`src/rtl/uart_rx_pkg.sv`:
```
// uart_rx_pkg: shared receiver FSM state type and line/frame constants.
// Used by uart_line_rx; the PARITY state is only entered when UART_RX_PARITY_EN is defined.
package uart_rx_pkg;
    localparam int DATA_BITS = 8;
    localparam logic IDLE_LEVEL = 1'b1;
    typedef enum logic [2:0] {IDLE, START, DATA, PARITY, STOP} state_t;
endpackage

```
`src/rtl/uart_line_rx_if.sv`:
```
// uart_line_rx_if: received-byte stream handshake.
// Ports: rx_data (head byte), rx_valid (byte available), rx_ready (consumer pop).
// master = receiver side, slave = consumer side.
interface uart_line_rx_if;
    logic [7:0] rx_data;
    logic rx_valid;
    logic rx_ready;
    modport master (output rx_data, output rx_valid, input rx_ready);
    modport slave (input rx_data, input rx_valid, output rx_ready);
endinterface

```
`src/rtl/uart_rx_fifo.sv`:
```
// uart_rx_fifo: synchronous FIFO for received bytes.
// Ports: clk, Presetn (sync active-low), push/din write, pop read, dout head (0 when empty), full, empty.
// A push on full is accepted only when a real pop happens in the same cycle.
module uart_rx_fifo #(
    parameter int DEPTH = 4,
    parameter int WIDTH = 8
) (
    input  logic             clk,
    input  logic             Presetn,
    input  logic             push,
    input  logic             pop,
    input  logic [WIDTH-1:0] din,
    output logic [WIDTH-1:0] dout,
    output logic             full,
    output logic             empty
);
    localparam int AW = $clog2(DEPTH);
    logic [WIDTH-1:0] mem [DEPTH];
    logic [AW:0] wr_ptr, rd_ptr;
    logic do_push, do_pop;
    assign do_pop = pop && !empty;
    assign do_push = push && (!full || do_pop);
    // Extra pointer MSB distinguishes full from empty when the indices match.
    assign empty = wr_ptr == rd_ptr;
    assign full = (wr_ptr[AW] != rd_ptr[AW]) && (wr_ptr[AW-1:0] == rd_ptr[AW-1:0]);
    assign dout = empty ? '0 : mem[rd_ptr[AW-1:0]];
    always_ff @(posedge clk) begin
        if (!Presetn) begin
            wr_ptr <= '0;
            rd_ptr <= '0;
        end else begin
            wr_ptr <= do_push ? wr_ptr + 1'b1 : wr_ptr;
            rd_ptr <= do_pop ? rd_ptr + 1'b1 : rd_ptr;
        end
    end
    always_ff @(posedge clk) begin
        if (do_push) mem[wr_ptr[AW-1:0]] <= din;
    end
endmodule

```
`src/rtl/uart_line_rx.sv`:
```
// uart_line_rx: oversampled UART line receiver with byte FIFO and error flags.
// Ports: clk, Presetn (sync active-low), baud_o (oversample tick), TXD (async serial line),
//   rx (uart_line_rx_if.master byte stream), frame_err/parity_err (1-clk pulses),
//   overflow (sticky, cleared by ovf_clr), rx_busy (FSM not idle).
// Build option: define UART_RX_PARITY_EN to add an even-parity bit between data and stop.
module uart_line_rx
    import uart_rx_pkg::*;
#(
    parameter int OVERSAMPLE = 16,
    parameter int FIFO_DEPTH = 4
) (
    input  logic           clk,
    input  logic           Presetn,
    input  logic           baud_o,
    input  logic           TXD,
    uart_line_rx_if.master rx,
    output logic           frame_err,
    output logic           parity_err,
    output logic           overflow,
    input  logic           ovf_clr,
    output logic           rx_busy
);
    localparam int CW = $clog2(OVERSAMPLE);
    localparam int BW = $clog2(DATA_BITS);
`ifdef UART_RX_PARITY_EN
    localparam state_t AFTER_DATA = PARITY;
`else
    localparam state_t AFTER_DATA = STOP;
`endif
    state_t state;
    logic [1:0] sync;
    logic [CW-1:0] cnt;
    logic [BW-1:0] bit_idx;
    logic [DATA_BITS-1:0] shreg;
    logic line, last, push, pop, full, empty, byte_ok;
`ifdef UART_RX_PARITY_EN
    logic perr;
    assign byte_ok = !perr;
`else
    assign byte_ok = 1'b1;
    assign parity_err = 1'b0;
`endif
    assign line = sync[1];
    assign last = cnt == CW'(OVERSAMPLE - 1);
    // Push is combinational at the stop-sample tick so the byte is visible one cycle later.
    assign push = baud_o && state == STOP && last && line == IDLE_LEVEL && byte_ok;
    assign pop = rx.rx_valid && rx.rx_ready;
    assign rx.rx_valid = !empty;
    assign rx_busy = state != IDLE;
    uart_rx_fifo #(.DEPTH(FIFO_DEPTH), .WIDTH(DATA_BITS)) u_fifo (
        .clk(clk),
        .Presetn(Presetn),
        .push(push),
        .pop(pop),
        .din(shreg),
        .dout(rx.rx_data),
        .full(full),
        .empty(empty)
    );
    always_ff @(posedge clk) begin
        if (!Presetn) begin
            sync <= {2{IDLE_LEVEL}};
            state <= IDLE;
            cnt <= '0;
            bit_idx <= '0;
            shreg <= '0;
            frame_err <= 1'b0;
            overflow <= 1'b0;
`ifdef UART_RX_PARITY_EN
            perr <= 1'b0;
            parity_err <= 1'b0;
`endif
        end else begin
            sync <= {sync[0], TXD};
            frame_err <= 1'b0;
`ifdef UART_RX_PARITY_EN
            parity_err <= 1'b0;
`endif
            // A drop in the same cycle as ovf_clr keeps the flag set.
            overflow <= (push && full && !pop) ? 1'b1 : ovf_clr ? 1'b0 : overflow;
            if (baud_o) begin
                case (state)
                    IDLE: begin
                        cnt <= '0;
                        state <= line != IDLE_LEVEL ? START : IDLE;
                    end
                    START: begin
                        cnt <= cnt == CW'(OVERSAMPLE / 2 - 1) ? '0 : cnt + 1'b1;
                        bit_idx <= '0;
                        if (cnt == CW'(OVERSAMPLE / 2 - 1)) state <= line == IDLE_LEVEL ? IDLE : DATA;
                    end
                    DATA: begin
                        cnt <= last ? '0 : cnt + 1'b1;
                        if (last) begin
                            shreg <= {line, shreg[DATA_BITS-1:1]};
                            bit_idx <= bit_idx + 1'b1;
                            if (bit_idx == BW'(DATA_BITS - 1)) state <= AFTER_DATA;
                        end
                    end
`ifdef UART_RX_PARITY_EN
                    PARITY: begin
                        cnt <= last ? '0 : cnt + 1'b1;
                        if (last) begin
                            perr <= line != ^shreg;
                            state <= STOP;
                        end
                    end
`endif
                    STOP: begin
                        cnt <= last ? '0 : cnt + 1'b1;
                        if (last) begin
                            frame_err <= line != IDLE_LEVEL;
                            state <= IDLE;
`ifdef UART_RX_PARITY_EN
                            parity_err <= perr;
                            perr <= 1'b0;
`endif
                        end
                    end
                    default: state <= IDLE;
                endcase
            end
        end
    end
endmodule

```
`src/flat_wrapper.sv`:
```
// flat-port wrapper written by rule: the top's interface ports become plain ports
module uart_line_rx_flat import uart_rx_pkg::*;
#(
    parameter int OVERSAMPLE = 16,
    parameter int FIFO_DEPTH = 4
)
  (clk, Presetn, baud_o, TXD, frame_err, parity_err, overflow, ovf_clr, rx_busy, rx_rx_data, rx_rx_valid, rx_rx_ready);
  uart_line_rx_if rx_i ();
  input  logic clk;
  input  logic Presetn;
  input  logic baud_o;
  input  logic TXD;
  output logic frame_err;
  output logic parity_err;
  output logic overflow;
  input  logic ovf_clr;
  output logic rx_busy;
  output wire logic [$bits(rx_i.rx_data)-1:0] rx_rx_data;
  output wire logic [$bits(rx_i.rx_valid)-1:0] rx_rx_valid;
  input wire logic [$bits(rx_i.rx_ready)-1:0] rx_rx_ready;
  assign rx_rx_data = rx_i.rx_data;
  assign rx_rx_valid = rx_i.rx_valid;
  assign rx_i.rx_ready = rx_rx_ready;
  uart_line_rx #(.OVERSAMPLE(OVERSAMPLE), .FIFO_DEPTH(FIFO_DEPTH)) u_core (.clk(clk), .Presetn(Presetn), .baud_o(baud_o), .TXD(TXD), .rx(rx_i), .frame_err(frame_err), .parity_err(parity_err), .overflow(overflow), .ovf_clr(ovf_clr), .rx_busy(rx_busy));
endmodule
```
`config.mk`:
```
export PLATFORM = sky130hd
export DESIGN_NAME = uart_line_rx_flat
export DESIGN_NICKNAME = d
export VERILOG_FILES = /design/src/rtl/uart_rx_pkg.sv /design/src/rtl/uart_line_rx_if.sv /design/src/rtl/uart_rx_fifo.sv /design/src/rtl/uart_line_rx.sv /design/src/flat_wrapper.sv
export SDC_FILE = /design/constraint.sdc
export NUM_CORES = 1
export LEC_CHECK = 0
export ABC_AREA = 1
export CAP_MARGIN = 40
export CORE_UTILIZATION = 62
export CTS_BUF_LIST = sky130_fd_sc_hd__clkbuf_16
export CTS_CLUSTER_DIAMETER = 120
export DETAILED_ROUTE_END_ITERATION = 10
export PLACE_DENSITY_LB_ADDON = 0.25
export SETUP_SLACK_MARGIN = 0.4
export SKIP_LAST_GASP = 1
export SYNTH_ARGS = -nofsm -noshare
export SYNTH_HDL_FRONTEND = slang
export SYNTH_HIERARCHICAL = 1
export SYNTH_SLANG_ARGS = --single-unit
```
`constraint.sdc`:
```
create_clock -name clk -period 3.1 [get_ports clk]
set_input_delay 0.775 -clock clk [delete_from_list [all_inputs] [get_ports clk]]
set_output_delay 0.775 -clock clk [all_outputs]
set_load 0.1 [all_outputs]
```
==> summary.txt, run 1 <==
WL per Instance: 15.6 um
CTS Root Cell: clkbuf_16
Synth Area in XOR/XNOR: 1.53%
PortBufs: 17
drt first pass iters: 4
global-route total usage across every layer: 28.9%
Setup crit end kind: output pin
Num CTS Buffers: 9
worst hold slack: 0.426 ns
Main synth FF type: edfxtp_1
Synth Warn #: 6
largest family of logic cells by synthesized area: simple AND/OR/NAND/NOR gates
Post-Synthesis Cells: 305
first-pass GRT wire length: 9210 um
Post-Syn Area: 2780 um^2
max layer used: met4
WL met3: 281 um
max-cap viol count: 0
WL met1: 2430 um
NumNets Final: 344
Synth Register Bits: 62
Die Wd: 68.9 um
vias: 2060
Critical Path Fanout Max: 17
Netlist cell types: 28
count leader, synth: nor2_1
cts hold-fix bufs: 0
Area contributors post-synth: edfxtp_1 (35%), dfxtp_1 (22%), nor2_1 (8.4%)
simple-gate share of the synthesized area: 21.9%
Worst Path Arrival: 1.79 ns
Core Area: 4140 um^2
pwr dens: 716 nW/um^2
met2 routed WL: 3160 um
setup bufs post-CTS: 0
Slew Limit Fails: 0
dpl hpwl: 3800 um
Vert. Die Dim: 68.9 um
post-synth top area cell: edfxtp_1
register area share after synthesis: 56.2%
Via density: 5.35
post-synthesis adder-cell area fraction: 3.60%
Critical Path RT: 2.32 ns
initial antenna violation count: 0
Longest Clk Path Bufs: 2
Final Hold Fails: 0
Setup TNS: 0 ns
Final Wtd Congestion: 0.832
die area: 4750 um^2
worst vdd rail ir drop: 0.930 mV
Setup crit start kind: register
Rows: 23
Avg Cell Area, Syn: 9.11 um^2
Post-DRT Antenna Nets: 0
Clock Latency Late Sink: 0.33 ns
fmax: 390 MHz
DRT iter0 DRCs: 142
number of remaining DRC errors: 0
skew final: 0.00569 ns
post-layout min period: 2.56 ns
fin crit share: 82.6%
number of setup violations in the final report: 0
GRT overflow: 0
Synth top area share: 34.6%
Syn Nets: 319
TritonCTS Sinks: 62
layout cell share with drive strength beyond 1: 17.0%
status: completed
pin count of the biggest net entering global routing: 19
final WL: 5990 um
EDFF count, synth: 32
post-synthesis compound-gate area fraction: 8.47%
Layout area overhead: 17.6%
# fillers: 272
critical path class: register to output pin
RSZ-0062 raised after global routing: no
mux contribution to synthesized area: 0%
Clk pin slew, worst setup/hold paths: 0.05 ns
num ports: 19
Commonest cells post-synth: nor2_1 (62), nand2_1 (44), inv_1 (35)
post-synthesis async set-or-reset flop share: 0%
Initial Utilization: 67.0%
number of global-route vias before repair: 2013
Hold Crit Class: register to register
P_leak: 1.35 nW
antenna fix cells: 0
htree depth: 3
TritonCTS clock tree: done
## metal layers
layer / GRT usage [%] / vias up
met5: 0 / -
met4: 16.8 / 0
met3: 10.4 / 14
met2: 51.5 / 48
met1: 28.7 / 957
li1: - / 1041
## final timing paths
check / start / end / slack [ns] / cells after the start
max: register / rx_rx_data[7] / 0.54 / 6
min: u_core/sync[0] / u_core/sync[1] / 0.43 / 1
max reg2reg: u_core/u_fifo/wr_ptr[1] / u_core/u_fifo/mem[1][2] / 0.85 / 11
min reg2reg: u_core/sync[0] / u_core/sync[1] / 0.43 / 1
## where the power goes
group | switching (W) | leakage, nW | internal, W
Combinational | 0.000302 | 0.693 | 0.000107
Sequential | 0.0000236 | 0.502 | 0.000882
Clock | 0.000333 | 0.153 | 0.000689
## cells in the final DEF (no fill, tap or decap), types with 9 or more instances in the layout
master,instances
a21oi_1,12
buf_4,17
clkbuf_16,9
dfxtp_1,28
edfxtp_1,32
inv_1,36
nand2_1,44
nand3_1,13
nor2_1,62
o21ai_0,20
## timing repair
action	CTS	global route
endpoints found under the setup margin	8	3
gates resized for setup	1	1
endpoints found under the hold margin	0	0
## flip-flops by register name, summed over array words and instances (netlist names), named ones only
name	cells
u_core/shreg	8
u_core/bit_idx	3
u_core/u_fifo/mem	32
u_core/u_fifo/wr_ptr	3
u_core/frame_err	1
u_core/sync	2
u_core/overflow	1
u_core/u_fifo/rd_ptr	3
u_core/cnt	4
u_core/state	3
## final cells by class
| cell class | count | area, um^2 | share of cell area (%) |
|---|---|---|---|
| inverter | 44 | 166 | 5.10 |
| clock buffer | 9 | 225 | 6.90 |
| multi-input combinational | 191 | 990 | 30.3 |
| tap | 50 | 62.6 | 1.92 |
| sequential | 62 | 1560 | 47.9 |
| clock inverter | 7 | 80.1 | 2.45 |
| timing repair buffer | 22 | 178 | 5.44 |
## cells by family after synthesis
kind of cell | after synthesis
AND/OR/NAND/NOR | 137
flip-flops | 62
buffers and inverters | 52
AO/OA/AOI/OAI | 41
adder cells (fa/ha/maj) | 8
XOR/XNOR | 4
other | 1
## critical path, cell delays in order (launching register included)
cell and delay [ns]:
dfxtp_2 0.41, clkinv_2 0.21, nor2_1 0.07, o32ai_1 0.30, nand2_1 0.11, inv_1 0.07
buf_4 0.28
## metrics by stage
stage / util, % / total power (W) / setup slack, ns / instance area [um^2] / instances
3_5_place_dp: 71.4 / 0.00132 / 0.404 / 2960 / 369
3_3_place_gp: 71.4 / 0.00131 / 0.467 / 2960 / 369
5_1_grt: 78.8 / 0.00242 / 0.401 / 3270 / 385
4_1_cts: 78.8 / 0.00235 / 0.483 / 3260 / 385
6_report: 78.8 / 0.00234 / 0.539 / 3270 / 385
2_1_floorplan: - / 0.00124 / 0.779 / 2780 / 305
Power figures use the tool's default switching activity.
==> run 2: changes to the inputs <==
- CORE_UTILIZATION: 62 -> 58
- clock period: 3.1 -> 2.6 ns (I/O delays scaled with it)
==> run 2 against run 1 <==
The run now ends with design-rule violations left. Highest routed layer unchanged. Critical endpoint is now rx_rx_data[3]. Combinational power is 18% higher. Worst setup slack got worse by 0.13 ns. Wire length increased by 6.7%.
==> summary.txt, run 2 (synthesized netlist as in run 1, its figures left out) <==
status: finished, violations left
failing checks: design-rule violations
TritonCTS clock tree: done
Num CTS Buffers: 9
max-cap viol count: 0
post-layout min period: 2.19 ns
Clk pin slew, worst setup/hold paths: 0.05 ns
final cell count without fillers: 399
Reg power frac: 39.9%
internal cell power: 0.00191 W
DRT iter0 DRCs: 165
Initial Utilization: 62.1%
WL per Instance: 16.0 um
r2r worst-path depth: 11
Critical R2R Launch: u_core/u_fifo/rd_ptr[1]
critical path class: register to output pin
Comb pwr share: 17.9%
GRT overflow: 0
pin count of the biggest net entering global routing: 18
Setup crit end kind: output pin
global-route total usage across every layer: 25.9%
Vert. Die Dim: 71.2 um
Sw Share: 29.2%
num ports: 19
Via density: 5.55
Setup crit start kind: register
# fillers: 279
fin crit share: 84.4%
cts hold-fix bufs: 0
Longest Clk Path Bufs: 2
switching pwr: 0.000786 W
Final Wtd Congestion: 0.817
PortBufs: 17
Core Area: 4470 um^2
most frequent cells in the layout: nor2_1 (60), nand2_1 (43), edfxtp_1 (32), inv_1 (28), dfxtp_1 (24)
RSZ-0062 raised after global routing: yes
skew final: 0.00866 ns
placed insts: 375
layout cell share with drive strength beyond 1: 26.5%
Clock power frac: 42.2%
drt first pass iters: 8
number of remaining DRC errors: 2
die area: 5070 um^2
Setup TNS: 0 ns
Slew Limit Fails: 0
antenna fix cells: 0
Clock Latency Late Sink: 0.32 ns
Critical Path RT: 1.95 ns
final WL: 6390 um
worst vdd rail ir drop: 0.951 mV
worst r2r dst: u_core/u_fifo/mem[3][6]
Worst Path Arrival: 1.54 ns
commonest non-fill, non-tap cell in the layout: nor2_1
initial antenna violation count: 0
Final Cell Area: 3590 um^2
hold depth: 1
htree depth: 3
dpl hpwl: 3850 um
Critical Path Fanout Max: 9
r2r setup slk: 0.52 ns
number of global-route vias before repair: 2113
vias: 2214
P_leak: 1.45 nW
max reg flops: 32
worst hold slack: 0.421 ns
Post-DRT Antenna Nets: 0
NumNets Final: 356
Min-Delay Startpoint: u_core/sync[0]
fmax: 456 MHz
hold path endpoint: u_core/sync[1]
pwr dens: 752 nW/um^2
Cell Area, Placed: 3100 um^2
number of setup violations in the final report: 0
Hold Crit Class: register to register
Die Wd: 71.2 um
Rows: 24
Final Hold Fails: 0
Layout area overhead: 29.1%
first-pass GRT wire length: 9420 um
TritonCTS Sinks: 62
CTS Root Cell: clkbuf_16
run 2: cell types whose count changed in the layout (fill, tap and decap cells not counted), sizes merged:
cell,delta
buf,+9
bufinv,-1
clkbuf,+1
clkinv,-2
clkinvlp,+3
inv,+1
nand3,+1
run 2: area by class of cell:
cell class	count	area (um^2)	area share, %
clock buffers	9	225	6.28
repair inverters	1	8.76	0.244
multi-input cells	192	1080	30.0
inverters	44	178	4.95
well taps	52	65.1	1.81
repair buffers	32	394	11.0
clock inverters	7	66.3	1.85
flip-flops and latches	62	1570	43.9
run 2: how the worst max path moves through the flow:
stage / start / end / slack [ns]
final: register / rx_rx_data[3] / 0.41
after global routing: register / rx_rx_data[3] / 0.34
after CTS: u_core/u_fifo/wr_ptr[1] / rx_rx_data[2] / 0.40
after detailed placement: baud_o / u_core/u_fifo/mem[1][1] / 0.31
after global placement: baud_o / u_core/u_fifo/mem[0][1] / 0.35
after floorplan: register / rx_rx_data[0] / 0.40
run 2: routing by layer:
metal	GRT usage (%)	wire [um]	vias up
li1	-	-	1069
met1	28.4	2540	1046
met2	42.3	3310	83
met3	9.12	374	16
met4	17.3	173	0
met5	0	0	-
run 2: power by group through the flow:
stage	combinational (W)	sequential, W	clock, W
finish	0.000483	0.00108	0.00114
detailed placement	0.000482	0.00110	0
CTS	0.000485	0.00108	0.00116
global placement	0.000469	0.00110	0
floorplan	0.000389	0.00109	0
global route	0.000527	0.00108	0.00120
run 2: through the flow:
stage          setup slack [ns]  util [%]  total power (W)
2_1_floorplan             0.404         -          0.00148
3_3_place_gp              0.346      69.4          0.00156
3_5_place_dp              0.308      69.4          0.00158
4_1_cts                   0.400      76.6          0.00272
5_1_grt                   0.338      80.2          0.00280
6_report                  0.406      80.2          0.00270
run 2: what timing repair did:
action / 4_1_cts / 5_1_grt
setup endpoints to repair: 9 / 17
cloned: 0 / 4
pin swaps: 1 / 9
hold endpoints to repair: 0 / 0
buffers inserted: 1 / 3
resized for setup: 6 / 26
run 2: worst max-delay path: stages (launching register included):
cell,delay [ns]
dfxtp_4,0.36
buf_8,0.14
o21ai_0,0.28
o32ai_2,0.13
nand2_1,0.10
inv_2,0.05
buf_12,0.16
